### src/rtl/ntt_bitrev_reorder_pkg.sv
// Shared constants, types and the index bit-reversal helper for the
// NTT natural-order reorder buffer.
package ntt_bitrev_reorder_pkg;

    localparam int NTT_W     = 32;
    localparam int MODULUS   = 7681;
    localparam int NTT_RADIX = 16;
    localparam int NTT_LOG2N = $clog2(NTT_RADIX);

    typedef logic [NTT_W-1:0] coef_t;

    typedef enum logic [1:0] {
        WR_IDLE = 2'd0,
        WR_FILL = 2'd1,
        WR_DROP = 2'd2
    } wr_state_e;

    function automatic logic [31:0] bitrev(
        input logic [31:0] idx,
        input int unsigned nbits
    );
        logic [31:0] r;
        logic [4:0]  j;
        r = '0;
        for (int i = 0; i < 32; i++) begin
            if (i < int'(nbits)) begin
                j    = 5'(int'(nbits) - 1 - i);
                r[i] = idx[j];
            end
        end
        return r;
    endfunction

endpackage

### src/rtl/ntt_bitrev_reorder_pingpong_bank.sv
// Two RADIX-word banks of registers: one write port, one asynchronous
// read port, each addressed by {bank select, word address}.
module ntt_bitrev_reorder_pingpong_bank #(
    parameter int W          = 32,
    parameter int DEPTH      = 16,
    localparam int AW        = $clog2(DEPTH)
) (
    input  logic          clk_i,
    input  logic          we_i,
    input  logic          wsel_i,
    input  logic [AW-1:0] waddr_i,
    input  logic [W-1:0]  wdata_i,
    input  logic          rsel_i,
    input  logic [AW-1:0] raddr_i,
    output logic [W-1:0]  rdata_o
);

    logic [W-1:0] mem_q [2*DEPTH];

    // Contents are don't-care after reset, so the array carries no reset.
    always_ff @(posedge clk_i) begin
        if (we_i) begin
            mem_q[{wsel_i, waddr_i}] <= wdata_i;
        end
    end

    assign rdata_o = mem_q[{rsel_i, raddr_i}];

endmodule

### src/rtl/ntt_bitrev_reorder.sv
// Buffers bit-reversed NTT output frames in a ping-pong bank pair and
// replays each frame in natural order over a valid/ready interface.
module ntt_bitrev_reorder
    import ntt_bitrev_reorder_pkg::*;
#(
    parameter int  W     = NTT_W,
    parameter int  RADIX = NTT_RADIX,
    localparam int LOG2N = $clog2(RADIX)
) (
    input  logic             clk,
    input  logic             rst,
    input  logic             in_valid,
    input  logic             in_sof,
    input  logic [W-1:0]     in_data,
    input  logic             out_ready,
    output logic             out_valid,
    output logic [W-1:0]     out_data,
    output logic [LOG2N-1:0] out_idx,
    output logic             out_sof,
    output logic             out_eof,
    output logic             overrun,
    output logic             sof_err
);

    localparam logic [LOG2N-1:0] LAST = LOG2N'(RADIX - 1);
    localparam logic [LOG2N-1:0] ONE  = LOG2N'(1);

    wr_state_e        state_q, state_d;
    logic [LOG2N-1:0] wr_cnt_q, wr_cnt_d;
    logic             wr_sel_q, wr_sel_d;
    logic [LOG2N-1:0] rd_cnt_q, rd_cnt_d;
    logic             rd_sel_q, rd_sel_d;
    logic [1:0]       full_q, full_d;
    logic             overrun_q, overrun_d;
    logic             sof_err_q, sof_err_d;

    logic             rd_fire;
    logic             rd_release;
    logic             bank_free;
    logic             wr_last;
    logic             we;
    logic [LOG2N-1:0] waddr;
    logic             set_full;
    logic             set_overrun;
    logic             set_sof_err;

    // ------------------------------------------------------------ reader
    assign out_valid  = full_q[rd_sel_q];
    assign out_idx    = rd_cnt_q;
    assign out_sof    = out_valid && (rd_cnt_q == '0);
    assign out_eof    = out_valid && (rd_cnt_q == LAST);
    assign rd_fire    = out_valid && out_ready;
    assign rd_release = rd_fire && (rd_cnt_q == LAST);

    always_comb begin
        rd_cnt_d = rd_cnt_q;
        rd_sel_d = rd_sel_q;
        if (rd_release) begin
            rd_cnt_d = '0;
            rd_sel_d = ~rd_sel_q;
        end else if (rd_fire) begin
            rd_cnt_d = rd_cnt_q + ONE;
        end
    end

    always_ff @(posedge clk or posedge rst) begin
        if (rst) begin
            rd_cnt_q <= '0;
            rd_sel_q <= 1'b0;
        end else begin
            rd_cnt_q <= rd_cnt_d;
            rd_sel_q <= rd_sel_d;
        end
    end

    // ------------------------------------------------------------ writer
    // A bank being released by the reader this edge counts as free, so
    // back-to-back frames never see a spurious overrun.
    assign bank_free = !full_q[wr_sel_q]
                    || (rd_release && (rd_sel_q == wr_sel_q));
    assign wr_last   = (wr_cnt_q == LAST);

    always_ff @(posedge clk or posedge rst) begin
        if (rst) begin
            state_q   <= WR_IDLE;
            wr_cnt_q  <= '0;
            wr_sel_q  <= 1'b0;
            full_q    <= 2'b00;
            overrun_q <= 1'b0;
            sof_err_q <= 1'b0;
        end else begin
            state_q   <= state_d;
            wr_cnt_q  <= wr_cnt_d;
            wr_sel_q  <= wr_sel_d;
            full_q    <= full_d;
            overrun_q <= overrun_d;
            sof_err_q <= sof_err_d;
        end
    end

    always_comb begin
        state_d  = state_q;
        wr_cnt_d = wr_cnt_q;
        wr_sel_d = wr_sel_q;
        if (in_valid) begin
            unique case (state_q)
                WR_IDLE, WR_DROP: begin
                    if (in_sof) begin
                        state_d  = bank_free ? WR_FILL : WR_DROP;
                        wr_cnt_d = ONE;
                    end else if (state_q == WR_DROP) begin
                        if (wr_last) begin
                            state_d  = WR_IDLE;
                            wr_cnt_d = '0;
                        end else begin
                            wr_cnt_d = wr_cnt_q + ONE;
                        end
                    end
                end
                WR_FILL: begin
                    if (in_sof) begin
                        wr_cnt_d = ONE;
                    end else if (wr_last) begin
                        state_d  = WR_IDLE;
                        wr_cnt_d = '0;
                        wr_sel_d = ~wr_sel_q;
                    end else begin
                        wr_cnt_d = wr_cnt_q + ONE;
                    end
                end
                default: begin
                    state_d  = WR_IDLE;
                    wr_cnt_d = '0;
                end
            endcase
        end
    end

    always_comb begin
        we          = 1'b0;
        waddr       = LOG2N'(bitrev(32'(wr_cnt_q), LOG2N));
        set_full    = 1'b0;
        set_overrun = 1'b0;
        set_sof_err = 1'b0;
        if (in_valid) begin
            unique case (state_q)
                WR_IDLE, WR_DROP: begin
                    if (in_sof) begin
                        waddr       = '0;
                        we          = bank_free;
                        set_overrun = !bank_free;
                    end else if (state_q == WR_IDLE) begin
                        set_sof_err = 1'b1;
                    end
                end
                WR_FILL: begin
                    we = 1'b1;
                    if (in_sof) begin
                        waddr       = '0;
                        set_sof_err = 1'b1;
                    end else begin
                        set_full = wr_last;
                    end
                end
                default: begin
                    we = 1'b0;
                end
            endcase
        end
    end

    // Release and fill always target different banks, so order is moot.
    always_comb begin
        full_d = full_q;
        if (rd_release) begin
            full_d[rd_sel_q] = 1'b0;
        end
        if (set_full) begin
            full_d[wr_sel_q] = 1'b1;
        end
    end

    assign overrun_d = overrun_q | set_overrun;
    assign sof_err_d = sof_err_q | set_sof_err;
    assign overrun   = overrun_q;
    assign sof_err   = sof_err_q;

    // ------------------------------------------------------------ storage
    ntt_bitrev_reorder_pingpong_bank #(
        .W     (W),
        .DEPTH (RADIX)
    ) u_bank (
        .clk_i   (clk),
        .we_i    (we),
        .wsel_i  (wr_sel_q),
        .waddr_i (waddr),
        .wdata_i (in_data),
        .rsel_i  (rd_sel_q),
        .raddr_i (rd_cnt_q),
        .rdata_o (out_data)
    );

endmodule

### config.mk
export PLATFORM = sky130hd
export DESIGN_NAME = ntt_bitrev_reorder
export DESIGN_NICKNAME = d
export VERILOG_FILES = /design/src/rtl/ntt_bitrev_reorder_pkg.sv /design/src/rtl/ntt_bitrev_reorder_pingpong_bank.sv /design/src/rtl/ntt_bitrev_reorder.sv
export SDC_FILE = /design/constraint.sdc
export NUM_CORES = 1
export LEC_CHECK = 0
export ABC_CLOCK_PERIOD_IN_PS = 5740
export CELL_PAD_IN_SITES_DETAIL_PLACEMENT = 0
export CELL_PAD_IN_SITES_GLOBAL_PLACEMENT = 1
export CORE_MARGIN = 5
export CORE_UTILIZATION = 57
export CTS_BUF_LIST = sky130_fd_sc_hd__clkbuf_4
export CTS_CLUSTER_SIZE = 14
export DETAILED_ROUTE_END_ITERATION = 8
export PLACE_DENSITY_LB_ADDON = 0.1
export SYNTH_ARGS = -nofsm -noshare
export SYNTH_HDL_FRONTEND = slang
export SYNTH_SLANG_ARGS = --single-unit
### constraint.sdc
create_clock -name clk -period 5.74 [get_ports clk]
set_clock_uncertainty 0.05 [all_clocks]
set_input_delay 1.722 -clock clk [delete_from_list [all_inputs] [get_ports clk]]
set_output_delay 1.722 -clock clk [all_outputs]
set_load 0.02 [all_outputs]
After elaboration in Yosys (flattened, before gate mapping) --
Memory sizes are Yosys's and may differ from the RTL's. Index checks and enable logic that the tools add are counted.
Cells by class: add/subtract/negate cells 2, order comparisons 4, equality and inequality tests 7, muxes and demuxes 42, bitwise operators 8, reduce and logical (&&, ||, !) cells 18
Operator list (number):
- 4-bit two-way mux | 9
- 1-bit two-way mux | 20
- 2-bit two-way mux | 7
- 4-bit by 1-bit adder with 4-bit output, second input constant | 2
- 4-bit == test, second input constant | 2
- 4-bit one-hot mux with 2 select lines | 1
- 1-bit logical AND | 7
- 4-bit zero test | 1
- 1-bit by 2-bit < comparator with 1-bit output, second input constant | 2
- 1-bit one-hot mux with 2 select lines | 2
- 2-bit one-hot mux with 2 select lines | 1
- 4-bit AND reduction | 1
- 3-bit inequality test, second input constant | 1
- 1-bit inverter | 3
- 3-bit AND reduction | 1
- 3-bit OR reduction | 1
- 2-bit bitwise AND | 1
- 1-bit demux with 1-bit select | 2
- 2-bit by 1-bit == test with 1-bit output, second input constant | 1
- 2-bit == test, second input constant | 1
- 1-bit greater-or-equal comparator, second input constant | 2
- 1-bit zero test | 2
- 2-bit zero test | 1
- 2-bit inequality test, second input constant | 1
- 8 further kinds | 9
Storage, ports and cells: bits in registers 16, RAM bits 1024, input port bits 37, output and inout bits 41, word-level logic and storage cells 90, memories 1
Memory list:
- u_bank.mem_q | depth 32, width 32, read ports 1, clocked after Yosys merged registers in 0, wr ports 1, RTL line ntt_bitrev_reorder_pingpong_bank.sv:18 | logic [W-1:0] mem_q [2*DEPTH];

Depth between registers and ports, before layout --
Gate-level depths: netlist (run 1).
depth after elaboration 11, depth in mapped cells 9

Hierarchy --
A second synthesis (run 1) with hierarchy kept.
Unflattened totals: cells, all modules 2325, area total of the unflattened synthesis 40792.9 µm²
Modules (own cells, without submodules):
- ntt_bitrev_reorder_pingpong_bank | times used 1, cells each 2228, area each 39850.7 µm²
- ntt_bitrev_reorder | times used 1, cells each 97, area each 942.2 µm²

Worst setup path after synthesis (run 1) --
No wires, ideal clock.
kind input-to-reg, start in in_sof, end mem u_bank.mem_q[24][0], enable pin, setup time 0.461 ns, arrival time 4.717 ns, slack 0.512 ns, stages on the path 4, cell sequence nand2_1 > o21ai_0 > or3b_2 > nor3_1
Between the ends: word-level cells in the longest chain between the ends 5, elaborated cells between the ends (all ways) 8, those cells by class mux: 8
RTL lines:
- from (decl) | RTL line ntt_bitrev_reorder.sv:13 | input logic in_sof,
- 1-bit two-way mux | RTL line ntt_bitrev_reorder.sv:148 | if (in_sof) begin
- 1-bit one-hot mux with 2 select lines | RTL line ntt_bitrev_reorder.sv:146 | unique case (state_q)
- 1-bit two-way mux | RTL line ntt_bitrev_reorder.sv:145 | if (in_valid) begin
- 1-bit two-way mux | RTL line ntt_bitrev_reorder_pingpong_bank.sv:22 | if (we_i) begin
- 1-bit two-way mux (not written as such) | RTL line ntt_bitrev_reorder_pingpong_bank.sv:23 | mem_q[{wsel_i, waddr_i}] <= wdata_i;
- to (decl) | RTL line ntt_bitrev_reorder_pingpong_bank.sv:18
Parallel ways exist; a longest one is shown, timed or not.

Worst setup path in the final report (run 1) --
start reg rd_cnt_q[2] (netlist: out_idx[2]), end out out_data[4]
Between the ends: word-level cells in the longest chain between the ends 1
RTL lines:
- from (decl) | RTL line ntt_bitrev_reorder.sv:31 | logic [LOG2N-1:0] rd_cnt_q, rd_cnt_d;
- from (signal assigned) | RTL line ntt_bitrev_reorder.sv:71 | rd_cnt_q <= rd_cnt_d;
- memory read 32 x 32 bit
- to (decl) | RTL line ntt_bitrev_reorder.sv:17 | output logic [W-1:0] out_data,
No other way between the ends.

==> results of run 1 <==
cells by family (layout without fill, tap and decap cells):
kind of cell | after synthesis | in the layout | synth area share
AO/OA/AOI/OAI | 228 | 228 | 0.0462
other | 0 | 2 | 0
buffers and inverters | 128 | 626 | 0.0206
XOR/XNOR | 6 | 6 | 0.00130
multiplexers | 387 | 387 | 0.146
flip-flops | 1040 | 1040 | 0.769
adder cells (fa/ha/maj) | 4 | 4 | 0.00117
AND/OR/NAND/NOR | 143 | 145 | 0.0155
registers in the layout, indices dropped and copies added, names as in the netlist:
name and count:
wr_sel_q 1, full_q 2, state_q 2, overrun 1, u_bank.mem_q 1024, wr_cnt_q 4
out_idx 4, sof_err 1, rd_sel_q 1
stage by stage:
stage | instance area, sq um | total power [mW] | worst slack [ns]
2_1_floorplan | 40500 | 9.78 | 0.512
3_3_place_gp | 42800 | 10.3 | 0.809
3_5_place_dp | 42800 | 10.3 | 0.842
4_1_cts | 46200 | 16.4 | 0.0307
5_1_grt | 46300 | 16.9 | 0.00203
6_report | 46300 | 16.2 | 0.154
how the worst min path moves through the flow:
stage / start / end / slack, ns / cells past startpoint
6_report: sof_err$_DFF_PP0_ / sof_err$_DFF_PP0_ / 0.43 / 1
3_5_place_dp: sof_err$_DFF_PP0_ / sof_err$_DFF_PP0_ / 0.41 / 1
3_3_place_gp: sof_err$_DFF_PP0_ / sof_err$_DFF_PP0_ / 0.41 / 1
4_1_cts: sof_err$_DFF_PP0_ / sof_err$_DFF_PP0_ / 0.43 / 1
5_1_grt: sof_err$_DFF_PP0_ / sof_err$_DFF_PP0_ / 0.45 / 1
2_1_floorplan: full_q[1]$_DFF_PP0_ / full_q[1]$_DFF_PP0_ / 0.44 / 1
area by class of cell:
| cell class | instances | area [sq um] | area share |
|---|---|---|---|
| Sequential cell | 1040 | 31200 | 0.674 |
| Multi-Input combinational cell | 770 | 8800 | 0.190 |
| Tap cell | 940 | 1180 | 0.0254 |
| Clock inverter | 48 | 288 | 0.00622 |
| Antenna cell | 2 | 5.00 | 0.000108 |
| Timing Repair Buffer | 179 | 1850 | 0.0400 |
| Clock buffer | 391 | 2940 | 0.0635 |
| Inverter | 8 | 32.5 | 0.000703 |
worst max-delay path, cell delays in order, from the launching register on:
cell and delay, ns:
dfrtp_4 0.60, nor2b_4 0.64, buf_4 0.38, a221oi_1 0.13, nor2_1 0.30, a221oi_2 0.13
clkdlybuf4s50_1 0.58
layout by cell type (no fill, tap or decap), types with 8 or more instances in the layout:
master and count:
a211oi_1 33, nor2_1 29, nand2_1 45, a221oi_1 64, buf_4 81, clkinv_1 37
buf_12 25, nor3_2 8, mux2i_1 194, edfxtp_1 1024, a22oi_1 9, o22ai_1 57
a221oi_2 23, clkbuf_4 391, nor2_4 26, mux4_2 160, dfrtp_1 11, mux2_2 33
clkdlybuf4s50_1 64, nand3_1 11, o22a_1 9, o21ai_0 9
power by group through the flow:
stage | registers [mW] | clock network, mW | logic [mW]
2_1_floorplan | 8.88 | 0 | 0.896
3_3_place_gp | 8.92 | 0 | 1.36
3_5_place_dp | 8.94 | 0 | 1.38
4_1_cts | 8.76 | 6.21 | 1.41
5_1_grt | 8.78 | 6.64 | 1.49
6_report | 8.76 | 6.05 | 1.40
layer usage:
layer | GRT usage | up-vias | wire length (microns)
met5 | 0 | - | 42
met4 | 0.0722 | 6 | 1770
met3 | 0.0812 | 128 | 9430
met2 | 0.411 | 973 | 48700
met1 | 0.370 | 11200 | 41100
li1 | - | 8994 | -
what timing repair did:
action,CTS,global route
buffers inserted,11,0
gates resized for setup,13,4
pin swaps,1,1
cloned,1,1
endpoints found under the setup margin,29,3
==> run summary, run 1 <==
Final ANT Viol Nets -> 0
Pint -> 12.5 mW
H-tree depth -> 5
Vias per cell -> 6.32
Initial drt markers -> 2162
TritonCTS clock tree -> built
Worst slew pin tran -> 1.34 ns
Cell with the most instances after synthesis -> edfxtp_1
Share of post-route cells with drive strength above 1 -> 0.322
Worst-skew pair later-pin latency -> 1.04 ns
Switching Fraction -> 0.230
Synth Flop Type -> edfxtp_1
Clock Pin Slew Worst Setup and Hold Paths -> 0.06 ns
Area added between synthesis and finish -> 14.2%
Sequential fraction of design power -> 0.540
Combinational fraction of design power -> 0.086
Die width -> 277 microns
Yosys top cell by area -> edfxtp_1
Number of remaining DRC errors -> 0
Clock net sink count -> 1040
Syn Nets -> 1976
Post-cts hold buffer count -> 0
Row count -> 97
WL final -> 101 mm
CP Launch Point -> out_idx[2]$_DFFE_PP0P_
Wire per inst -> 29.9 microns
Vias in the first global route -> 22000
Worst setup path endpoint -> out_data[4]
Fin crit share -> 0.973
Async set-reset flop share out of synthesis -> 0.0154
CORE AREA -> 70300 sq um
Endpoint class of the critical path -> primary output
Fmax -> 0.179 GHz
Number of synthesized register bits -> 1040
Distinct cells, synth -> 53
Worst R2R Setup Slack -> 2.12 ns
Worst reg2reg path depth -> 7
Switching pwr -> 3.73 mW
Remaining global-route overflow -> 0
Post-synthesis sequential area ratio -> 0.769
Max FO, Critical Path -> 15
Total track usage -> 0.264
Global-route wire length before repair -> 146 mm
Final Hold Vio Count -> 0
Placed cell count -> 2924
Initial antenna violation count -> 5
Clock share of power -> 0.373
Worst Setup Path Type -> register to primary output
Final cell count without fillers -> 3378
Worst setup SP type -> register
CTS Root Cell -> clkbuf_4
Top cells by area, synth -> edfxtp_1, mux4_2, mux2i_1, a221oi_1, dfrtp_1
Fin util -> 0.658
Relative slew slack -> 0.104
Fill cells -> 4786
Largest net degree at the start of global routing -> 46
Vias -> 21300
Leak -> 14.4 nW
Yosys warns -> 0
Setup TNS -> 0 ns
RSZ-0062 raised after global routing -> no
Cell area power density -> 350 nW/um^2
Cell count after synthesis -> 1936
Number of synthesized flops with an enable pin -> 1024
Finish-stage setup viols -> 0
Worst Path Arrival -> 3.81 ns
Max Slew Vio Count -> 0
Die Footprint -> 76500 sq um
Netlist Area Pre-Place -> 40500 sq um
Dpl hpwl -> 55.2 mm
RR Endpoint -> u_bank.mem_q[8][5]$_DFFE_PP_
Maximum buffer depth of the clock tree -> 4
Most frequent cells after synthesis -> edfxtp_1, mux2i_1, mux4_2
Post-Syn Area per Cell -> 20.9 sq um
Num ports -> 78
Placer Congestion -> 0.790
Share of the synthesized area in the top cell type -> 0.759
First drt pass iteration count -> 6
Worst endpoint required time -> 3.97 ns
WHS -> 0.425 ns
Hold WC Path Type -> register to register
Worst IR Drop VDD -> 0.000208 V
Buffers on Ports -> 77
Layout Nets -> 2319
MaxCap Viol Count -> 0
FF-to-FF Start -> out_idx[1]$_DFFE_PP0P_
Status -> complete, no violations
Final min period -> 5.59 ns
Vert. Die Dim -> 277 microns
Initial Util -> 0.576
Num CTS Buffers -> 280
(Power assumes the default switching activity.)
==> inputs of run 2 (changes only) <==
Settings changed: ABC_CLOCK_PERIOD_IN_PS 5740 to default.
==> results of run 2 <==
The final DEF is identical to that of run 1; final timing and power are the same.
==> inputs of run 3 (changes only) <==
Settings changed: CORE_UTILIZATION 57 to 29.
==> run summary, run 3 (same netlist as run 1, synthesis figures left out) <==
Most common cell after layout, fill and taps aside -> edfxtp_1
Clock net sink count -> 1040 (unchanged)
Worst slew pin tran -> 1.27 ns (-0.0747 ns)
Crit-path slowest cell -> dfrtp_4
Critical Path Max Stage Delay -> 0.61 ns (-0.03 ns)
Leak -> 14.7 nW (+2.6%)
Max FFs per register -> 1024 (unchanged)
Worst setup SP type -> register
MaxCap Viol Count -> 0 (unchanged)
Area added between synthesis and finish -> 18.6%
Finish-stage setup viols -> 0 (unchanged)
TritonCTS clock tree -> built
CP Launch Point -> out_idx[1]$_DFFE_PP0P_
Hold Startpoint -> overrun$_DFF_PP0_
Final ANT Viol Nets -> 0 (unchanged)
Row count -> 137 (+41%)
Total track usage -> 0.171 (-0.0924)
Largest net degree at the start of global routing -> 45 (-2.2%)
Vert. Die Dim -> 384 microns (+39%)
Total design power -> 16.8 mW (+3.4%)
Worst-skew pair later-pin latency -> 1.20 ns (+0.16 ns)
Share of post-route cells with drive strength above 1 -> 0.336 (+0.0144)
CORE AREA -> 139000 sq um (+98%)
WL final -> 126 mm (+25%)
WP depth -> 6 (unchanged)
Hold path depth -> 2 (+1)
Final min period -> 5.50 ns (-0.0857 ns)
Fill cells -> 13300 (+180%)
Worst Setup Path Type -> register to primary output
WP buf/inv -> 2 (unchanged)
Placer Congestion -> 0.731 (-7.5%)
Max FO, Critical Path -> 32 (+17)
Num CTS Buffers -> 306 (+9.3%)
Biggest register -> u_bank.mem_q
Remaining global-route overflow -> 0 (unchanged)
RR Endpoint -> u_bank.mem_q[12][21]$_DFFE_PP_
Wire per inst -> 28.8 microns (-3.8%)
Cell Area, Placed -> 44000 sq um (+2.8%)
Layout Nets -> 2365 (+2.0%)
Number of remaining DRC errors -> 0 (unchanged)
Worst endpoint required time -> 3.97 ns (about the same)
Commonest non-fill, non-tap cells in the layout -> edfxtp_1, clkbuf_4, mux2i_1
Global-route wire length before repair -> 175 mm (+20%)
Vias per cell -> 4.86 (-23%)
Maximum buffer depth of the clock tree -> 4 (unchanged)
Dpl hpwl -> 71.2 mm (+29%)
Clock Pin Slew Worst Setup and Hold Paths -> 0.06 ns (about the same)
Cell area power density -> 349 nW/um^2 (-0.40%)
Fmax -> 0.182 GHz (+1.6%)
Initial Util -> 0.291 (-0.285)
FF-to-FF Start -> out_idx[0]$_DFFE_PP0P_
Num ports -> 78 (unchanged)
Relative slew slack -> 0.156 (+0.0526)
Placed cell count -> 3870 (+32%)
Max Slew Vio Count -> 0 (unchanged)
Vias in the first global route -> 23100 (+5.0%)
Initial antenna violation count -> 4 (-1)
Worst Path Arrival -> 3.73 ns (-0.08 ns)
Die width -> 384 microns (+39%)
RSZ-0062 raised after global routing -> no
Worst reg2reg path depth -> 9 (+2)
Fin crit share -> 0.958 (-0.0149)
Worst IR Drop VDD -> 0.000173 V (-17%)
H-tree depth -> 5 (unchanged)
Status -> complete, no violations
CTS Root Cell -> clkbuf_4
Critical path, cell by cell -> or3_2, buf_8, o22ai_1, a211oi_1, a221oi_2, buf_2
Die Footprint -> 147000 sq um (+93%)
Hold WC Path Type -> register to register
Buffers on Ports -> 77 (unchanged)
First drt pass iteration count -> 5 (-1)
Endpoint class of the critical path -> primary output
Vias -> 21300 (-0.061%)
Initial drt markers -> 1538 (-29%)
Final Hold Vio Count -> 0 (unchanged)
Final cell count without fillers -> 4391 (+30%)
Post-route cell area -> 48000 sq um (+3.8%)
Worst R2R Setup Slack -> 2.01 ns (-0.11 ns)
Delay-heaviest family, CP -> compound AO/OA/AOI/OAI gates
Setup TNS -> 0 ns (unchanged)
WHS Endpoint -> overrun$_DFF_PP0_
## run 3: changes by cell type in the layout (fill, tap and decap cells not counted), sizes merged, moves of 2 or more
| cell | before | now |
|---|---|---|
| clkdlybuf4s50 | 64 | 44 |
| clkinv | 39 | 60 |
| inv | 13 | 10 |
| buf | 111 | 120 |
| clkdlybuf4s15 | 0 | 2 |
| dlymetal6s2s | 2 | 0 |
| clkbuf | 391 | 433 |
| dlygate4sd2 | 2 | 30 |
| bufbuf | 0 | 3 |
| bufinv | 4 | 1 |
## run 3: timing repair
action,4_1_cts,5_1_grt
hold buffers,0,0
gates resized for setup,75,0
endpoints found under the setup margin,34,0
buffers inserted,17,0
endpoints found under the hold margin,0,0
## run 3: through the flow
step	hold WS (ns)	setup WS, ns	util
after floorplan	0.437	0.512	-
after global placement	0.423	0.580	0.316
after detailed placement	0.420	0.572	0.316
final	0.424	0.240	0.345
after global routing	0.445	0.00110	0.345
after CTS	0.434	0.0218	0.345
## run 3: worst max path at each step
stage | endpoint | slack (ns)
global placement | out_data[9] | 0.58
floorplan | u_bank.mem_q[24][0]$_DFFE_PP_ | 0.51
finish | out_data[9] | 0.24
global route | out_data[1] | 0.001
CTS | out_data[18] | 0.02
detailed placement | out_data[20] | 0.57
## run 3: tightest hold or removal path, delay by kind of cell (launching register included)
family                 cells  cell delay [ns]
buffers and inverters      1             0.04
AOI/OAI and AO/OA          1             0.05
DFF                        1             0.35
## run 3: final cells by class
type                    count  area [sq um]  share of cell area
diodes                      2          5.00            0.000104
multi-input cells         770          8850               0.184
well taps                1876          2350              0.0489
flip-flops and latches   1040         31200               0.649
inverters                   8          35.0            0.000730
repair buffers            199          2080              0.0433
clock inverters            63           278             0.00578
clock buffers             433          3250              0.0677
## run 3: per-layer routing
| metal | part of all wire | up-vias | GRT usage |
|---|---|---|---|
| met5 | 0.00010 | - | 0 |
| met4 | 0.020 | 2 | 0.0509 |
| met3 | 0.051 | 194 | 0.0394 |
| met2 | 0.49 | 628 | 0.286 |
| met1 | 0.44 | 11400 | 0.224 |
| li1 | - | 9094 | - |
## run 3: report_power, final
group	leakage (nW)	internal [mW]	switching [mW]
combinational	3.20	0.554	0.927
sequential	9.41	8.66	0.104
clock	2.13	3.48	3.04
total	14.7	12.7	4.07
